--- src/rtl/hash_bank_port_ctrl.sv ---
// Front end for one single-port hash/history SRAM bank: buffered inserts, lookups with
// write-buffer forwarding, and an in-order valid/ready response queue.
module hash_bank_port_ctrl #(
  parameter int WORD_SIZE  = 8,
  parameter int ADDR_SIZE  = 4,
  parameter int WBUF_DEPTH = 2
) (
  input  logic                 clk,
  input  logic                 rst_n,
  input  logic                 wr_valid,
  output logic                 wr_ready,
  input  logic [ADDR_SIZE-1:0] wr_addr,
  input  logic [WORD_SIZE-1:0] wr_data,
  input  logic                 rd_valid,
  output logic                 rd_ready,
  input  logic [ADDR_SIZE-1:0] rd_addr,
  output logic                 resp_valid,
  input  logic                 resp_ready,
  output logic [WORD_SIZE-1:0] resp_data,
  output logic                 resp_fwd,
  output logic                 sram_write_enable,
  output logic                 sram_read_enable,
  output logic [ADDR_SIZE-1:0] sram_address,
  output logic [WORD_SIZE-1:0] sram_write_data,
  input  logic [WORD_SIZE-1:0] sram_read_data
);

  localparam int WP_W = $clog2(WBUF_DEPTH);
  localparam int WC_W = $clog2(WBUF_DEPTH + 1);
  localparam logic [WC_W-1:0] WBUF_FULL_CNT = WC_W'(WBUF_DEPTH);

  // Response queue holds three entries so that a read in flight plus two queued results
  // never block a one-per-cycle lookup stream.
  function automatic logic [1:0] rq_next(input logic [1:0] ptr);
    logic [1:0] nxt;
    if (ptr == 2'd2) begin
      nxt = 2'd0;
    end else begin
      nxt = ptr + 2'd1;
    end
    return nxt;
  endfunction

  logic [ADDR_SIZE-1:0] wb_addr_r [WBUF_DEPTH];
  logic [WORD_SIZE-1:0] wb_data_r [WBUF_DEPTH];
  logic [WP_W-1:0]      wb_wptr_r;
  logic [WP_W-1:0]      wb_rptr_r;
  logic [WC_W-1:0]      wb_count_r;

  logic                 inflight_r;
  logic                 fwd_hit_r;
  logic [WORD_SIZE-1:0] fwd_data_r;

  logic [WORD_SIZE-1:0] rq_data_r [3];
  logic                 rq_fwd_r  [3];
  logic [1:0]           rq_wptr_r;
  logic [1:0]           rq_rptr_r;
  logic [1:0]           rq_count_r;

  logic                 wb_full_s;
  logic                 wb_empty_s;
  logic [2:0]           rq_occ_s;
  logic                 wr_fire_s;
  logic                 rd_fire_s;
  logic                 drain_s;
  logic                 rq_valid_s;
  logic                 rq_push_s;
  logic                 rq_pop_s;
  logic [WORD_SIZE-1:0] rq_push_data_s;
  logic                 fwd_hit_s;
  logic [WORD_SIZE-1:0] fwd_data_s;
  logic [WP_W-1:0]      fwd_idx_s;

  assign wb_full_s  = (wb_count_r == WBUF_FULL_CNT);
  assign wb_empty_s = (wb_count_r == {WC_W{1'b0}});
  assign rq_occ_s   = {1'b0, rq_count_r} + {2'b00, inflight_r};

  assign wr_ready  = rst_n && !wb_full_s;
  assign rd_ready  = rst_n && !wb_full_s && (rq_occ_s < 3'd3);
  assign wr_fire_s = wr_valid && wr_ready;
  assign rd_fire_s = rd_valid && rd_ready;

  // A full buffer takes the port outright; otherwise reads win and writes use idle cycles.
  assign drain_s = rst_n && (wb_full_s || (!rd_fire_s && !wb_empty_s));

  assign sram_write_enable = drain_s;
  assign sram_read_enable  = rd_fire_s;

  assign rq_valid_s     = rst_n && (rq_count_r != 2'd0);
  assign rq_pop_s       = rq_valid_s && resp_ready;
  assign rq_push_s      = inflight_r;
  assign rq_push_data_s = fwd_hit_r ? fwd_data_r : sram_read_data;

  assign resp_valid = rq_valid_s;

  // SRAM port address/data mux
  always_comb begin
    sram_address    = {ADDR_SIZE{1'b0}};
    sram_write_data = {WORD_SIZE{1'b0}};
    if (drain_s) begin
      sram_address    = wb_addr_r[wb_rptr_r];
      sram_write_data = wb_data_r[wb_rptr_r];
    end else if (rd_fire_s) begin
      sram_address    = rd_addr;
      sram_write_data = {WORD_SIZE{1'b0}};
    end else begin
      sram_address    = {ADDR_SIZE{1'b0}};
      sram_write_data = {WORD_SIZE{1'b0}};
    end
  end

  // Response head presented only while valid
  always_comb begin
    resp_data = {WORD_SIZE{1'b0}};
    resp_fwd  = 1'b0;
    if (rq_valid_s) begin
      resp_data = rq_data_r[rq_rptr_r];
      resp_fwd  = rq_fwd_r[rq_rptr_r];
    end else begin
      resp_data = {WORD_SIZE{1'b0}};
      resp_fwd  = 1'b0;
    end
  end

  // Walk the buffer oldest to newest so the last match is the newest pending write
  always_comb begin
    fwd_hit_s  = 1'b0;
    fwd_data_s = {WORD_SIZE{1'b0}};
    fwd_idx_s  = wb_rptr_r;
    for (int i = 0; i < WBUF_DEPTH; i++) begin
      fwd_idx_s = wb_rptr_r + WP_W'(i);
      if ((WC_W'(i) < wb_count_r) && (wb_addr_r[fwd_idx_s] == rd_addr)) begin
        fwd_hit_s  = 1'b1;
        fwd_data_s = wb_data_r[fwd_idx_s];
      end else begin
        fwd_hit_s  = fwd_hit_s;
        fwd_data_s = fwd_data_s;
      end
    end
  end

  // Payload storage; validity is tracked by the counters, so no reset is needed here
  always_ff @(posedge clk) begin
    if (wr_fire_s) begin
      wb_addr_r[wb_wptr_r] <= wr_addr;
      wb_data_r[wb_wptr_r] <= wr_data;
    end
    if (rq_push_s) begin
      rq_data_r[rq_wptr_r] <= rq_push_data_s;
      rq_fwd_r[rq_wptr_r]  <= fwd_hit_r;
    end
  end

  // Queue pointers, occupancy and the in-flight lookup stage
  always_ff @(posedge clk) begin
    if (!rst_n) begin
      wb_wptr_r  <= {WP_W{1'b0}};
      wb_rptr_r  <= {WP_W{1'b0}};
      wb_count_r <= {WC_W{1'b0}};
      inflight_r <= 1'b0;
      fwd_hit_r  <= 1'b0;
      fwd_data_r <= {WORD_SIZE{1'b0}};
      rq_wptr_r  <= 2'd0;
      rq_rptr_r  <= 2'd0;
      rq_count_r <= 2'd0;
    end else begin
      if (wr_fire_s) begin
        wb_wptr_r <= wb_wptr_r + WP_W'(1);
      end
      if (drain_s) begin
        wb_rptr_r <= wb_rptr_r + WP_W'(1);
      end
      case ({wr_fire_s, drain_s})
        2'b10:   wb_count_r <= wb_count_r + WC_W'(1);
        2'b01:   wb_count_r <= wb_count_r - WC_W'(1);
        default: wb_count_r <= wb_count_r;
      endcase

      inflight_r <= rd_fire_s;
      if (rd_fire_s) begin
        fwd_hit_r  <= fwd_hit_s;
        fwd_data_r <= fwd_data_s;
      end

      if (rq_push_s) begin
        rq_wptr_r <= rq_next(rq_wptr_r);
      end
      if (rq_pop_s) begin
        rq_rptr_r <= rq_next(rq_rptr_r);
      end
      case ({rq_push_s, rq_pop_s})
        2'b10:   rq_count_r <= rq_count_r + 2'd1;
        2'b01:   rq_count_r <= rq_count_r - 2'd1;
        default: rq_count_r <= rq_count_r;
      endcase
    end
  end

endmodule

--- config.mk ---
export PLATFORM = sky130hd
export DESIGN_NAME = hash_bank_port_ctrl
export DESIGN_NICKNAME = d
export VERILOG_FILES = /design/src/rtl/hash_bank_port_ctrl.sv
export SDC_FILE = /design/constraint.sdc
export NUM_CORES = 1
export LEC_CHECK = 0
export CAP_MARGIN = 20
export CORE_ASPECT_RATIO = 1.1
export CORE_MARGIN = 5
export CORE_UTILIZATION = 53
export CTS_CLUSTER_SIZE = 10
export DETAILED_ROUTE_END_ITERATION = 6
export PLACE_DENSITY = 0.9
export SYNTH_ARGS = -nofsm -noshare
export SYNTH_HDL_FRONTEND = slang
export SYNTH_SLANG_ARGS = --single-unit
--- constraint.sdc ---
create_clock -name clk -period 3.8 [get_ports clk]
set_input_delay 1.14 -clock clk [delete_from_list [all_inputs] [get_ports clk]]
set_output_delay 1.14 -clock clk [all_outputs]
set_load 0.01 [all_outputs]
* Yosys cells after proc, flatten, opt, wreduce, memory -nomap -nowiden
Memory sizes are Yosys's and may differ from the RTL's. A register that Yosys moved wholly into a read port is not among the register bits.
Index checks and enable logic that the tools add are counted.
** Word-level totals
- Register bits after elaboration :: 20
- Logic and storage cells :: 78
- Bits in writable memories :: 51
- Memories :: 4
- Output and inout bits :: 26
** Memory list
- rq_data_r :: depth 3, bits a word 8, rd ports 1, clocked after Yosys merged registers in 1, wr ports 1, RTL line 54 : logic [WORD_SIZE-1:0] rq_data_r [3];
- wb_data_r :: depth 2, bits a word 8, rd ports 2, clocked after Yosys merged registers in 1, wr ports 1, RTL line 45 : logic [WORD_SIZE-1:0] wb_data_r [WBUF_DEPTH];
- wb_addr_r :: depth 2, bits a word 4, rd ports 2, clocked after Yosys merged registers in 1, wr ports 1, RTL line 44 : logic [ADDR_SIZE-1:0] wb_addr_r [WBUF_DEPTH];
- rq_fwd_r :: depth 3, bits a word 1, rd ports 1, clocked after Yosys merged registers in 1, wr ports 1, RTL line 55 : logic rq_fwd_r [3];
** Cells by class
- $add $sub $neg :: 9
- Reductions and logical operators :: 18
- $lt $le $gt $ge :: 3
- Muxes and demuxes :: 26
- Equality and inequality tests :: 9
** Operator list (count)
- $mux W8 :: 5
- $mux W2 :: 6
- $mux W1 :: 11
- $eq A2 B2 Y1 const B :: 5
- $logic_and A1 B1 Y1 :: 10
- $add A2 B1 Y2 const B :: 4
- $eq A4 B4 Y1 :: 2
- $mux W4 :: 2
- $pmux W2 S2 :: 2
- $reduce_bool A2 Y1 :: 3
- $eq A2 B1 Y1 const B :: 2
- $lt A1 B2 Y1 const A :: 2
- $sub A2 B1 Y2 const B :: 2
- $add A2 B1 Y3 :: 1
- $logic_not A1 Y1 :: 3
- $lt A3 B2 Y1 const B :: 1
- $add A1 B1 Y1 const B :: 2
- $logic_not A2 Y1 :: 1
- $logic_or A1 B1 Y1 :: 1

* Logic depth before layout (Yosys ltp)
Gate-level depths: netlist of the first run.
- Depth after elaboration :: 11
- Depth in mapped cells :: 12

* Worst setup path before layout of the first run
Ideal clock, no wire load.
- Path type :: input -> output
- Start point :: input rst_n
- End point :: output sram_address[1]
- Arrival time :: 2.440 ns
- Path slack :: 0.220 ns
- Stages on the path :: 6
- Buffers on the path :: 2
- Data required time :: 2.660 ns
- Cell sequence :: and2b_1 > and3_1 > buf_6 > a211o_1 > clkbuf_1 > o21ai_0
** On the way
- Word-level cells in the longest chain between the ends :: 8
- Elaborated cells between the ends (all ways) :: 9
- Classes of those cells :: mux: 2; reduce/logical: 7
** Ends and longest elaborated chain
- from (decl) :: RTL line 9 : input logic rst_n,
- $logic_and A1 B1 Y1 (2 in series) :: RTL line 79 : assign rd_ready = rst_n && !wb_full_s && (rq_occ_s < 3'd3);
- $logic_and A1 B1 Y1 :: RTL line 81 : assign rd_fire_s = rd_valid && rd_ready;
- $logic_not A1 Y1 :: RTL line 84 : assign drain_s = rst_n && (wb_full_s || (!rd_fire_s && !wb_empty_s));
- $logic_and A1 B1 Y1 :: RTL line 84
- $logic_or A1 B1 Y1 :: RTL line 84
- $logic_and A1 B1 Y1 :: RTL line 84
- $mux W4 * :: RTL line 100 : if (drain_s) begin
- to (decl) :: RTL line 23 : output logic [ADDR_SIZE-1:0] sram_address,
Every way passes the cells marked *; elsewhere a longest branch is shown, timed or not.

* Final worst setup path of the first run
- Start point :: input rd_valid
- End point :: output sram_write_data[6]
** On the way
- Word-level cells in the longest chain between the ends :: 6
** Ends and longest elaborated chain
- from (decl) :: RTL line 14 : input logic rd_valid,
- $logic_and A1 B1 Y1 :: RTL line 81
- $logic_not A1 Y1 :: RTL line 84
- $logic_and A1 B1 Y1 :: RTL line 84
- $logic_or A1 B1 Y1 :: RTL line 84
- $logic_and A1 B1 Y1 :: RTL line 84
- $mux W8 :: RTL line 100
- to (decl) :: RTL line 24 : output logic [WORD_SIZE-1:0] sram_write_data,
No other way between the ends.

==> run_summary.xml, run 1 <==
<?xml version="1.0" encoding="UTF-8"?>
<metrics>
  <group name="power">
    <metric name="worst_vdd_ir" unit="mV">0.429</metric>
    <metric name="design_power_total" unit="mW">2.33</metric>
    <metric name="cellLeakagePower" unit="nW">1.55</metric>
    <metric name="powerDensity" unit="nW/um^2">547</metric>
  </group>
  <group name="worst_setup_path">
    <metric name="regToRegStartpoint" unit="">rq_count_r[0]$_SDFFE_PN0P_</metric>
    <metric name="required" unit="ns">2.66</metric>
    <metric name="source_of_the_critical_timing_path" unit="">rd_valid</metric>
    <metric name="crit_arrival" unit="ns">2.61</metric>
    <metric name="crit_fanout" unit="">5</metric>
    <metric name="ff2ff_path_depth" unit="">12</metric>
    <metric name="critical_path.reg2reg.endpoint" unit="">wb_count_r[1]$_SDFFE_PN0P_</metric>
    <metric name="r2r_slack" unit="ns">1.43</metric>
    <metric name="worst_setup_path_start_kind" unit="">primary input</metric>
    <metric name="path_class" unit="">in -&gt; out</metric>
    <metric name="crit_path_end_kind" unit="">output port</metric>
    <metric name="termination_of_the_worst_setup_path" unit="">sram_write_data[6]</metric>
  </group>
  <group name="clock_network">
    <metric name="cts_made_buffers" unit="">9</metric>
    <metric name="max-clock-path-buffers" unit="">2</metric>
    <metric name="h-tree-depth" unit="">3</metric>
    <metric name="worstSkewPairLatency" unit="ns">0.34</metric>
    <metric name="postCtsHoldBufs" unit="">0</metric>
    <metric name="root_buffer" unit="">clkbuf_8</metric>
    <metric name="tritoncts_clock_tree" unit="">yes</metric>
    <metric name="clock_sinks" unit="">74</metric>
    <metric name="cts.clk_slew.worst_paths" unit="ns">0.07</metric>
  </group>
  <group name="sta">
    <metric name="postLayoutSetupSlackWorst" unit="ns">0.0460</metric>
    <metric name="drv_slew" unit="">0</metric>
    <metric name="fin_crit_sh" unit="%">98.8</metric>
    <metric name="timing.final.crit_period" unit="ns">3.75</metric>
    <metric name="tightestPinTransition" unit="ns">0.768</metric>
    <metric name="timing.fmax" unit="GHz">0.266</metric>
    <metric name="final-hold-violation-count" unit="">0</metric>
    <metric name="setup_viol" unit="">0</metric>
    <metric name="relative_slew_slack" unit="%">48.6</metric>
    <metric name="timing.setup.tns" unit="ns">0</metric>
    <metric name="rsz_0062_raised_after_global_routing" unit="">no</metric>
    <metric name="skew" unit="ns">0.00905</metric>
  </group>
  <group name="synth">
    <metric name="yosysTopAreaCellShare" unit="%">44.7</metric>
    <metric name="synth_fp_nets" unit="">304</metric>
    <metric name="synth.top_cells.by_area" unit="">edfxtp_1 (45%), dfxtp_1 (13%), mux2i_1 (7.3%), mux2_2 (5.3%), nor2_1 (3.2%)</metric>
    <metric name="synth_area_per_cell" unit="um^2">12.8</metric>
    <metric name="netlist_area" unit="um^2">3430</metric>
    <metric name="synthDistinctLibCells" unit="">39</metric>
    <metric name="ys_warn_count" unit="">0</metric>
    <metric name="yosysSeqAreaShare" unit="%">58.1</metric>
    <metric name="syn_inst" unit="">268</metric>
    <metric name="synth.ff_latch_count" unit="">74</metric>
    <metric name="yosysTopAreaCell" unit="">edfxtp_1</metric>
  </group>
  <group name="run_status">
    <metric name="run_status" unit="">complete, no violations</metric>
  </group>
  <group name="floorplanning">
    <metric name="die-width" unit="um">86.7</metric>
    <metric name="core_region_area" unit="um^2">6230</metric>
    <metric name="initial_core_util" unit="%">55.0</metric>
    <metric name="floorplan.die_area" unit="um^2">8180</metric>
    <metric name="ios" unit="">55</metric>
    <metric name="die_y" unit="um">94.4</metric>
    <metric name="num_rows" unit="">30</metric>
  </group>
  <group name="global_route">
    <metric name="grt_max_degree" unit="">19</metric>
    <metric name="grt_overflow_total" unit="">0</metric>
    <metric name="grt_pass1_wl" unit="um">10700</metric>
    <metric name="groute.layer.met3.usage" unit="%">3.66</metric>
    <metric name="groute.layer.met1.usage" unit="%">20.1</metric>
    <metric name="gr-max-usage-layer" unit="">met2</metric>
    <metric name="globalRouteTotalUtil" unit="%">17.2</metric>
    <metric name="grt_pass1_vias" unit="">2317</metric>
    <metric name="grt_antenna_before_repair" unit="">0</metric>
    <metric name="globalRouteMet2Util" unit="%">29.3</metric>
  </group>
  <group name="routing">
    <metric name="drt_pass1_iterations" unit="">4</metric>
    <metric name="drt-vias-per-instance" unit="">5.35</metric>
    <metric name="route.detailed.drc" unit="">0</metric>
    <metric name="routed_wirelength" unit="um">6410</metric>
    <metric name="initial_detailed_routing_violation_count" unit="">115</metric>
    <metric name="wl_per_cell" unit="um">15.3</metric>
    <metric name="final_antenna_net_count" unit="">0</metric>
    <metric name="vias" unit="">2241</metric>
  </group>
  <group name="place">
    <metric name="io_buffers" unit="">54</metric>
    <metric name="place.detailed.hpwl" unit="um">4620</metric>
    <metric name="dpl_worst_slack" unit="ns">-0.496</metric>
    <metric name="routability_congestion" unit="">0.801</metric>
  </group>
  <group name="hold_path">
    <metric name="hp-class" unit="">reg -&gt; reg</metric>
    <metric name="hold_depth" unit="">2</metric>
  </group>
  <group name="finish">
    <metric name="fin_nets" unit="">370</metric>
    <metric name="leading_cell_type_in_the_layout_fill_and_taps_excluded" unit="">edfxtp_1</metric>
    <metric name="final.fill_count" unit="">466</metric>
    <metric name="final_layout_size_suffix_gt1_share" unit="%">22.1</metric>
    <metric name="diodes" unit="">0</metric>
    <metric name="synth_to_final_area_change" unit="%">24.5</metric>
    <metric name="layout_common_cells" unit="">edfxtp_1 (51), clkdlybuf4s50_1 (39), nor2_1 (29)</metric>
  </group>
  <group name="run">
    <metric name="cap_violations" unit="">0</metric>
  </group>
</metrics>
==> cells in the mapped netlist <==
cell type and instances:
and2_2 1, clkbuf_8 1, nor4_4 1, and2_1 1, o31ai_1 1, edfxtp_1 51
and3b_1 1, nor3_1 1, and2b_1 2, clkbuf_1 5, a211oi_1 1, buf_1 1
nor2_1 29, xor2_1 4, and3_1 3, o21ai_0 13, mux2_2 16, buf_2 1
o41ai_4 1, buf_4 1, nor4_1 1, dfxtp_1 23, o21ai_1 3, a21oi_2 1
mux2i_2 2, a211oi_2 8, buf_6 4, nor2b_1 8, mux2i_1 25, or3_1 1
inv_1 7, nor3b_1 2, o221a_1 1, nand3_1 7, ha_1 7, a211o_1 1
a21oi_1 20, xnor2_1 7, nand2_1 5
==> kinds of logic after synthesis <==
family          Yosys count  share of synthesized area (%)
simple gates             63                           9.42
compound gates           50                           10.3
flops                    74                           58.1
fa+ha+maj                 7                           2.55
buf+inv                  20                           3.50
xor+xnor                 11                           2.81
mux                      43                           13.4
==> how the worst min path moves through the flow <==
stage                              startpoint                         to  slack, ns
floorplan              fwd_hit_r$_SDFFE_PN0P_      rq_fwd_r[0]$_DFFE_PP_       0.44
global route        rq_rptr_r[1]$_SDFFE_PN0P_  rq_rptr_r[0]$_SDFFE_PN0P_       0.51
detailed placement  rq_rptr_r[0]$_SDFFE_PN0P_                  flip-flop       0.48
finish              rq_rptr_r[0]$_SDFFE_PN0P_  rq_rptr_r[1]$_SDFFE_PN0P_       0.48
global placement    rq_rptr_r[0]$_SDFFE_PN0P_  rq_rptr_r[1]$_SDFFE_PN0P_       0.46
CTS                 rq_rptr_r[0]$_SDFFE_PN0P_                  flip-flop       0.49
==> power breakdown <==
part | internal [mW] | total (mW) | switching [mW] | leakage (nW)
Sequential | 0.958 | 1.06 | 0.106 | 0.656
Clock | 0.304 | 0.586 | 0.282 | 0.0925
Combinational | 0.362 | 0.683 | 0.322 | 0.803
Total | 1.62 | 2.33 | 0.710 | 1.55
==> per-layer routing <==
metal	vias to the layer above	part of all wire [%]
li1	1111	-
met1	1062	42
met2	53	52
met3	15	3.3
met4	0	2.7
met5	-	0
==> repair_timing <==
action / CTS / global route
setup buffers: 2 / 0
resized for setup: 60 / 0
endpoints found under the setup margin: 24 / 0
==> sequential cells by signal, summed over array words and instances, names as in the netlist, 2 cells and up, named ones only <==
| name | cells |
|---|---|
| rq_rptr_r | 2 |
| wb_count_r | 2 |
| rq_data_r | 24 |
| rq_fwd_r | 3 |
| rq_count_r | 2 |
| wb_addr_r | 8 |
| wb_data_r | 16 |
| rq_wptr_r | 2 |
| fwd_data_r | 8 |
==> worst max-delay path: stages <==
cell             delay (ns)
clkdlybuf4s50_1        0.42
and3_4                 0.17
a211o_4                0.36
buf_6                  0.15
nor2b_1                0.13
clkdlybuf4s15_2        0.25
==> metrics by stage <==
| step | instance area [um^2] | instances | utilization, % | hold slack, ns |
|---|---|---|---|---|
| global placement | 4060 | 400 | 65.1 | 0.464 |
| detailed placement | 4060 | 400 | 65.1 | 0.479 |
| CTS | 4270 | 419 | 68.5 | 0.489 |
| global route | 4270 | 419 | 68.5 | 0.505 |
| floorplan | 3430 | 268 | - | 0.441 |
| finish | 4270 | 419 | 68.5 | 0.484 |
==> cell type report <==
class                      count  area [um^2]  area share [%]
inverter                       7         26.3           0.616
tap                           80          100            2.35
clock inverter                 6         67.6            1.58
multi-input combinational    174         1340            31.4
sequential                    74         1990            46.7
timing repair buffer          68          613            14.4
clock buffer                  10          128            2.99
Note: power is estimated with default switching activity, not from simulation.
==> run 2: changes to the inputs <==
Settings changed: ABC_AREA set to 1, CORE_UTILIZATION 53 to 54, PLACE_DENSITY 0.9 to 0.91.
==> run_summary.xml, run 2 <==
<?xml version="1.0" encoding="UTF-8"?>
<metrics>
  <group name="power">
    <metric name="cellLeakagePower" unit="nW">1.95</metric>
    <metric name="powerDensity" unit="nW/um^2">553</metric>
    <metric name="design_power_total" unit="mW">2.45</metric>
    <metric name="worst_vdd_ir" unit="mV">0.356</metric>
  </group>
  <group name="synth">
    <metric name="synth.ff_latch_count" unit="">74</metric>
    <metric name="yosysTopAreaCellShare" unit="%">42.9</metric>
    <metric name="synth_fp_nets" unit="">440</metric>
    <metric name="syn_inst" unit="">404</metric>
    <metric name="number_of_enable_flip_flop_cells_after_synthesis" unit="">51</metric>
    <metric name="yosysMostFrequentCell" unit="">nand2_1</metric>
    <metric name="synthDistinctLibCells" unit="">31</metric>
    <metric name="ys_dominant_reg_cell" unit="">edfxtp_1</metric>
    <metric name="synth.top_cells.by_area" unit="">edfxtp_1 (43%), dfxtp_1 (13%), nand2_1 (13%), o21ai_0 (5.5%), nor2_1 (4.9%)</metric>
    <metric name="synth_area_per_cell" unit="um^2">8.84</metric>
    <metric name="synth_top_cells_by_count" unit="">nand2_1 (119), edfxtp_1 (51), nor2_1 (47)</metric>
    <metric name="yosysTopAreaCell" unit="">edfxtp_1</metric>
    <metric name="netlist_area" unit="um^2">3570</metric>
    <metric name="yosysSeqAreaShare" unit="%">55.8</metric>
    <metric name="ys_warn_count" unit="">0</metric>
    <metric name="async_s_r_ff_share_synth" unit="%">0</metric>
  </group>
  <group name="global_route">
    <metric name="grt_antenna_before_repair" unit="">0</metric>
    <metric name="globalRouteTotalUtil" unit="%">19.6</metric>
    <metric name="grt_max_degree" unit="">23</metric>
    <metric name="gr-max-usage-layer" unit="">met2</metric>
    <metric name="grt_overflow_total" unit="">0</metric>
    <metric name="grt_pass1_wl" unit="um">12800</metric>
    <metric name="grt_pass1_vias" unit="">2950</metric>
    <metric name="groute.layer.met1.usage" unit="%">22.1</metric>
    <metric name="globalRouteMet2Util" unit="%">35.1</metric>
    <metric name="groute.layer.met3.usage" unit="%">3.80</metric>
  </group>
  <group name="routing">
    <metric name="drt_pass1_iterations" unit="">5</metric>
    <metric name="routed_wirelength" unit="um">7530</metric>
    <metric name="wl_per_cell" unit="um">13.4</metric>
    <metric name="drt-vias-per-instance" unit="">5.20</metric>
    <metric name="vias" unit="">2927</metric>
    <metric name="final_antenna_net_count" unit="">0</metric>
    <metric name="initial_detailed_routing_violation_count" unit="">121</metric>
    <metric name="route.detailed.drc" unit="">0</metric>
  </group>
  <group name="clock_network">
    <metric name="worstSkewPairLatency" unit="ns">0.34</metric>
    <metric name="postCtsHoldBufs" unit="">0</metric>
    <metric name="max-clock-path-buffers" unit="">2</metric>
    <metric name="root_buffer" unit="">clkbuf_8</metric>
    <metric name="tritoncts_clock_tree" unit="">yes</metric>
    <metric name="cts_made_buffers" unit="">9</metric>
    <metric name="h-tree-depth" unit="">3</metric>
    <metric name="cts.clk_slew.worst_paths" unit="ns">0.07</metric>
    <metric name="clock_sinks" unit="">74</metric>
  </group>
  <group name="worst_setup_path">
    <metric name="crit_arrival" unit="ns">2.45</metric>
    <metric name="crit_fanout" unit="">6</metric>
    <metric name="worst_setup_path_start_kind" unit="">primary input</metric>
    <metric name="crit_path_end_kind" unit="">output port</metric>
    <metric name="source_of_the_critical_timing_path" unit="">rst_n</metric>
    <metric name="required" unit="ns">2.66</metric>
    <metric name="path_class" unit="">in -&gt; out</metric>
    <metric name="critical_path.reg2reg.endpoint" unit="">wb_count_r[1]$_SDFFE_PN0P_</metric>
    <metric name="r2r_slack" unit="ns">1.49</metric>
    <metric name="regToRegStartpoint" unit="">rq_count_r[0]$_SDFFE_PN0P_</metric>
    <metric name="ff2ff_path_depth" unit="">13</metric>
  </group>
  <group name="finish">
    <metric name="fin_nets" unit="">512</metric>
    <metric name="largest_reg_flops" unit="">24</metric>
    <metric name="layout_common_cells" unit="">nand2_1 (119), edfxtp_1 (51), nor2_1 (47)</metric>
    <metric name="final.fill_count" unit="">513</metric>
    <metric name="leading_cell_type_in_the_layout_fill_and_taps_excluded" unit="">nand2_1</metric>
    <metric name="diodes" unit="">0</metric>
    <metric name="synth_to_final_area_change" unit="%">23.9</metric>
    <metric name="final_layout_size_suffix_gt1_share" unit="%">11.6</metric>
    <metric name="largest_register" unit="">rq_data_r</metric>
    <metric name="largestRegisters" unit="">rq_data_r: 24 flops, wb_data_r: 16 flops</metric>
    <metric name="final_util" unit="%">67.9</metric>
    <metric name="final_non_filler_cell_total" unit="">563</metric>
  </group>
  <group name="hold_path">
    <metric name="hold_depth" unit="">1</metric>
    <metric name="hold_end" unit="">rq_count_r[1]$_SDFFE_PN0P_</metric>
    <metric name="hp-class" unit="">reg -&gt; reg</metric>
    <metric name="hold_path.startpoint" unit="">rq_count_r[1]$_SDFFE_PN0P_</metric>
  </group>
  <group name="floorplanning">
    <metric name="ios" unit="">55</metric>
    <metric name="die-width" unit="um">87.6</metric>
    <metric name="initial_core_util" unit="%">54.8</metric>
    <metric name="die_y" unit="um">95.3</metric>
    <metric name="core_region_area" unit="um^2">6520</metric>
    <metric name="num_rows" unit="">31</metric>
    <metric name="floorplan.die_area" unit="um^2">8340</metric>
  </group>
  <group name="place">
    <metric name="io_buffers" unit="">54</metric>
    <metric name="routability_congestion" unit="">0.909</metric>
    <metric name="place.detailed.hpwl" unit="um">5520</metric>
    <metric name="dpl_worst_slack" unit="ns">-0.385</metric>
    <metric name="place_inst" unit="">541</metric>
  </group>
  <group name="sta">
    <metric name="relative_slew_slack" unit="%">41.1</metric>
    <metric name="tightestPinTransition" unit="ns">0.880</metric>
    <metric name="fin_crit_sh" unit="%">94.5</metric>
    <metric name="rsz_0062_raised_after_global_routing" unit="">no</metric>
    <metric name="final-hold-violation-count" unit="">0</metric>
    <metric name="drv_slew" unit="">0</metric>
    <metric name="postLayoutSetupSlackWorst" unit="ns">0.209</metric>
    <metric name="setup_viol" unit="">0</metric>
    <metric name="timing.setup.tns" unit="ns">0</metric>
    <metric name="skew" unit="ns">0.00882</metric>
    <metric name="timing.fmax" unit="GHz">0.278</metric>
    <metric name="timing.final.crit_period" unit="ns">3.59</metric>
  </group>
  <group name="run_status">
    <metric name="run_status" unit="">complete, no violations</metric>
  </group>
  <group name="run">
    <metric name="cap_violations" unit="">0</metric>
  </group>
</metrics>
## run 2: cell types whose count changed in the layout (fill, tap and decap cells not counted), moves of 9 or more
cell           before  now
a21oi_1            20    7
nand2_1             5  119
mux2_2             16    0
mux2i_1            25    0
o21ai_0            12   39
dlygate4sd2_1       2   19
a31oi_1             0    9
nor2_1             29   47
inv_1               7   39
## run 2: metal layers
layer	up-vias	wire length, um
met3	23	418
met5	-	0
li1	1476	-
met1	1329	3020
met4	0	219
met2	99	3870
## run 2: kinds of logic after synthesis
group           count (synthesis)  share of synthesized area (%)
buf+inv                        56                           6.72
xor+xnor                        3                          0.736
fa+ha+maj                       7                           2.45
flops                          74                           55.8
compound gates                 60                           9.07
simple gates                  204                           25.3
## run 2: cell type report
type / instances / area [um^2] / share of cell area (%)
clock buffer: 10 / 128 / 2.88
clock inverter: 6 / 32.5 / 0.735
inverter: 43 / 164 / 3.70
multi-input combinational: 274 / 1350 / 30.4
sequential: 74 / 1990 / 45.0
tap: 82 / 103 / 2.32
timing repair buffer: 74 / 662 / 15.0
## run 2: power breakdown
part	total, mW	internal (mW)	leakage, nW	switching, mW
Sequential	1.06	0.965	0.656	0.0939
Clock	0.510	0.232	0.0792	0.278
Combinational	0.878	0.353	1.21	0.525
Total	2.45	1.55	1.95	0.897
## run 2: worst max-delay path by stage
stage	endpoint	slack, ns	cells past startpoint
6_report	sram_write_enable	0.21	7
5_1_grt	sram_write_data[0]	0.11	11
4_1_cts	sram_write_data[4]	0.01	8
3_5_place_dp	resp_data[1]	-0.39	8
3_3_place_gp	resp_data[7]	-0.34	8
2_1_floorplan	sram_address[0]	0.59	9
## run 2: metrics by stage
step / cell area, um^2 / hold slack (ns)
after global placement: 4240 / 0.461
after detailed placement: 4240 / 0.477
after global routing: 4430 / 0.523
final: 4430 / 0.490
after CTS: 4420 / 0.490
after floorplan: 3570 / 0.441
## run 2: critical path, stage by stage
cell and delay, ns:
clkbuf_2 0.10, buf_4 0.10, inv_1 0.06, a21oi_1 0.23
nand2_4 0.13, inv_2 0.12, clkdlybuf4s50_1 0.56
## run 2: what timing repair did
action,4_1_cts,5_1_grt
pin swaps,2,2
endpoints found under the setup margin,24,11
buffers inserted,5,1
gates resized for setup,31,5
==> run 3: changes to the inputs <==
Settings changed: CORE_UTILIZATION 54 to 30, PLACE_DENSITY 0.91 to 0.61.
==> run_summary.xml, run 3 (synthesis results as in run 2) <==
<?xml version="1.0" encoding="UTF-8"?>
<metrics>
  <group name="routing">
    <metric name="drt_pass1_iterations" unit="">4</metric>
    <metric name="wl_per_cell" unit="um">12.1</metric>
    <metric name="routed_wirelength" unit="um">7660</metric>
    <metric name="drt-vias-per-instance" unit="">4.37</metric>
    <metric name="final_antenna_net_count" unit="">0</metric>
    <metric name="vias" unit="">2764</metric>
    <metric name="route.detailed.drc" unit="">0</metric>
    <metric name="initial_detailed_routing_violation_count" unit="">146</metric>
  </group>
  <group name="clock_network">
    <metric name="h-tree-depth" unit="">3</metric>
    <metric name="max-clock-path-buffers" unit="">2</metric>
    <metric name="tritoncts_clock_tree" unit="">yes</metric>
    <metric name="worstSkewPairLatency" unit="ns">0.33</metric>
    <metric name="clock_sinks" unit="">74</metric>
    <metric name="cts.clk_slew.worst_paths" unit="ns">0.06</metric>
    <metric name="root_buffer" unit="">clkbuf_16</metric>
    <metric name="cts_made_buffers" unit="">9</metric>
  </group>
  <group name="floorplanning">
    <metric name="die-width" unit="um">114</metric>
    <metric name="num_rows" unit="">41</metric>
    <metric name="floorplan.die_area" unit="um^2">14200</metric>
    <metric name="ios" unit="">55</metric>
    <metric name="core_region_area" unit="um^2">11600</metric>
    <metric name="initial_core_util" unit="%">30.8</metric>
    <metric name="die_y" unit="um">124</metric>
  </group>
  <group name="global_route">
    <metric name="grt_pass1_wl" unit="um">12700</metric>
    <metric name="globalRouteTotalUtil" unit="%">11.1</metric>
    <metric name="grt_antenna_before_repair" unit="">0</metric>
    <metric name="grt_overflow_total" unit="">0</metric>
    <metric name="grt_pass1_vias" unit="">2665</metric>
    <metric name="grt_max_degree" unit="">23</metric>
  </group>
  <group name="worst_setup_path">
    <metric name="required" unit="ns">2.66</metric>
    <metric name="worstSetupPathDepth" unit="">8</metric>
    <metric name="worst_path_dominant_cell_family" unit="">buffers and inverters</metric>
    <metric name="critPathBufInv" unit="">3</metric>
    <metric name="critical_path.reg2reg.endpoint" unit="">wb_count_r[1]$_SDFFE_PN0P_</metric>
    <metric name="crit_fanout" unit="">5</metric>
    <metric name="regToRegStartpoint" unit="">rq_count_r[0]$_SDFFE_PN0P_</metric>
    <metric name="cp_slowest_cell" unit="">clkdlybuf4s50_1</metric>
    <metric name="r2r_slack" unit="ns">1.39</metric>
    <metric name="crit_arrival" unit="ns">2.57</metric>
    <metric name="worst_setup_path_start_kind" unit="">primary input</metric>
    <metric name="ordered_cell_list_for_the_critical_path" unit="">clkdlybuf4s50_1, nor3b_4, nand2_1, nand2_2, buf_4, nand3_1, nand2_1, clkdlybuf4s15_2</metric>
    <metric name="timing.critical_path.mode_cell" unit="">nand2_1</metric>
    <metric name="path_class" unit="">in -&gt; out</metric>
    <metric name="crit_path_end_kind" unit="">output port</metric>
    <metric name="ff2ff_path_depth" unit="">14</metric>
    <metric name="source_of_the_critical_timing_path" unit="">rd_valid</metric>
    <metric name="slowest_stage_delay_cp" unit="ns">0.49</metric>
    <metric name="termination_of_the_worst_setup_path" unit="">sram_address[3]</metric>
  </group>
  <group name="finish">
    <metric name="synth_to_final_area_change" unit="%">31.3</metric>
    <metric name="leading_cell_type_in_the_layout_fill_and_taps_excluded" unit="">nand2_1</metric>
    <metric name="final_layout_size_suffix_gt1_share" unit="%">12.7</metric>
    <metric name="final_area" unit="um^2">4690</metric>
    <metric name="diodes" unit="">0</metric>
    <metric name="layout_common_cells" unit="">nand2_1 (119), edfxtp_1 (51), nor2_1 (47)</metric>
    <metric name="fin_nets" unit="">513</metric>
    <metric name="largestRegisters" unit="">rq_data_r: 24 flops, wb_data_r: 16 flops</metric>
    <metric name="largest_register" unit="">rq_data_r</metric>
    <metric name="largest_reg_flops" unit="">24</metric>
  </group>
  <group name="sta">
    <metric name="final-hold-violation-count" unit="">0</metric>
    <metric name="tightestPinTransition" unit="ns">0.871</metric>
    <metric name="timing.final.crit_period" unit="ns">3.71</metric>
    <metric name="relative_slew_slack" unit="%">41.7</metric>
    <metric name="setup_viol" unit="">0</metric>
    <metric name="fin_crit_sh" unit="%">97.7</metric>
    <metric name="skew" unit="ns">0.00559</metric>
    <metric name="drv_slew" unit="">0</metric>
    <metric name="timing.fmax" unit="GHz">0.269</metric>
    <metric name="rsz_0062_raised_after_global_routing" unit="">no</metric>
  </group>
  <group name="power">
    <metric name="worst_vdd_ir" unit="mV">0.198</metric>
    <metric name="cellLeakagePower" unit="nW">2.01</metric>
    <metric name="design_power_total" unit="mW">2.77</metric>
    <metric name="powerDensity" unit="nW/um^2">590</metric>
  </group>
  <group name="place">
    <metric name="routability_congestion" unit="">0.816</metric>
    <metric name="io_buffers" unit="">54</metric>
    <metric name="place.detailed.hpwl" unit="um">5850</metric>
    <metric name="placed_area" unit="um^2">4360</metric>
  </group>
  <group name="run">
    <metric name="cap_violations" unit="">0</metric>
  </group>
  <group name="hold_path">
    <metric name="hp-class" unit="">reg -&gt; reg</metric>
  </group>
  <group name="run_status">
    <metric name="run_status" unit="">complete, no violations</metric>
  </group>
</metrics>
run 3: worst reg2reg max path, cell delays in order, from the launching register on:
cell     delay, ns
dfxtp_1       0.35
ha_1          0.20
ha_1          0.26
nand2_1       0.08
nand2_2       0.08
nor3b_4       0.22
nand2_1       0.09
nand2_2       0.14
inv_2         0.08
buf_4         0.13
buf_4         0.12
ha_1          0.32
a21oi_1       0.14
o21ai_0       0.09
inv_1         0.05
run 3: layout make-up:
class / count / area [um^2]
multi-input cells: 274 / 1340
flip-flops and latches: 74 / 1990
fillers: 1192 / 6900
clock buffers: 9 / 225
clock inverters: 7 / 78.8
repair buffers: 75 / 699
inverters: 43 / 164
well taps: 150 / 188
run 3: worst min path at each step:
stage | from | end | cells past startpoint
global route | rq_rptr_r[0]$_SDFFE_PN0P_ | flip-flop | 2
global placement | rq_count_r[1]$_SDFFE_PN0P_ | rq_count_r[1]$_SDFFE_PN0P_ | 1
detailed placement | rq_count_r[1]$_SDFFE_PN0P_ | rq_count_r[1]$_SDFFE_PN0P_ | 1
finish | rq_count_r[1]$_SDFFE_PN0P_ | rq_count_r[1]$_SDFFE_PN0P_ | 1
floorplan | fwd_hit_r$_SDFFE_PN0P_ | rq_fwd_r[0]$_DFFE_PP_ | 0
CTS | rq_count_r[1]$_SDFFE_PN0P_ | rq_count_r[1]$_SDFFE_PN0P_ | 1
run 3: report_power, final:
group | total, mW | internal (mW) | switching [mW]
clock network | 0.848 | 0.512 | 0.336
logic | 0.863 | 0.356 | 0.507
registers | 1.06 | 0.966 | 0.0921
total | 2.77 | 1.83 | 0.935
run 3: per-stage QoR:
step	utilization [%]	setup TNS, ns	setup slack, ns	hold slack (ns)	cells
2_1_floorplan	-	0	0.592	0.441	404
3_5_place_dp	37.6	-7.64	-0.378	0.474	612
6_report	40.5	0	0.0860	0.489	632
5_1_grt	40.5	0	0.0136	0.518	632
4_1_cts	40.4	0	0.0773	0.488	631
3_3_place_gp	37.6	-7.36	-0.387	0.470	612
run 3: metal layers:
metal / wire length (um) / GRT usage (%)
met1: 3380 / 13.2
met2: 3760 / 18.5
met3: 348 / 2.72
met4: 168 / 5.17
met5: 0 / 0
run 3: repair_timing:
action,4_1_cts,5_1_grt
gates resized for setup,29,0
buffers inserted,3,1
pin swaps,2,0
hold buffers,0,0
setup endpoints to repair,24,2
endpoints found under the hold margin,0,0
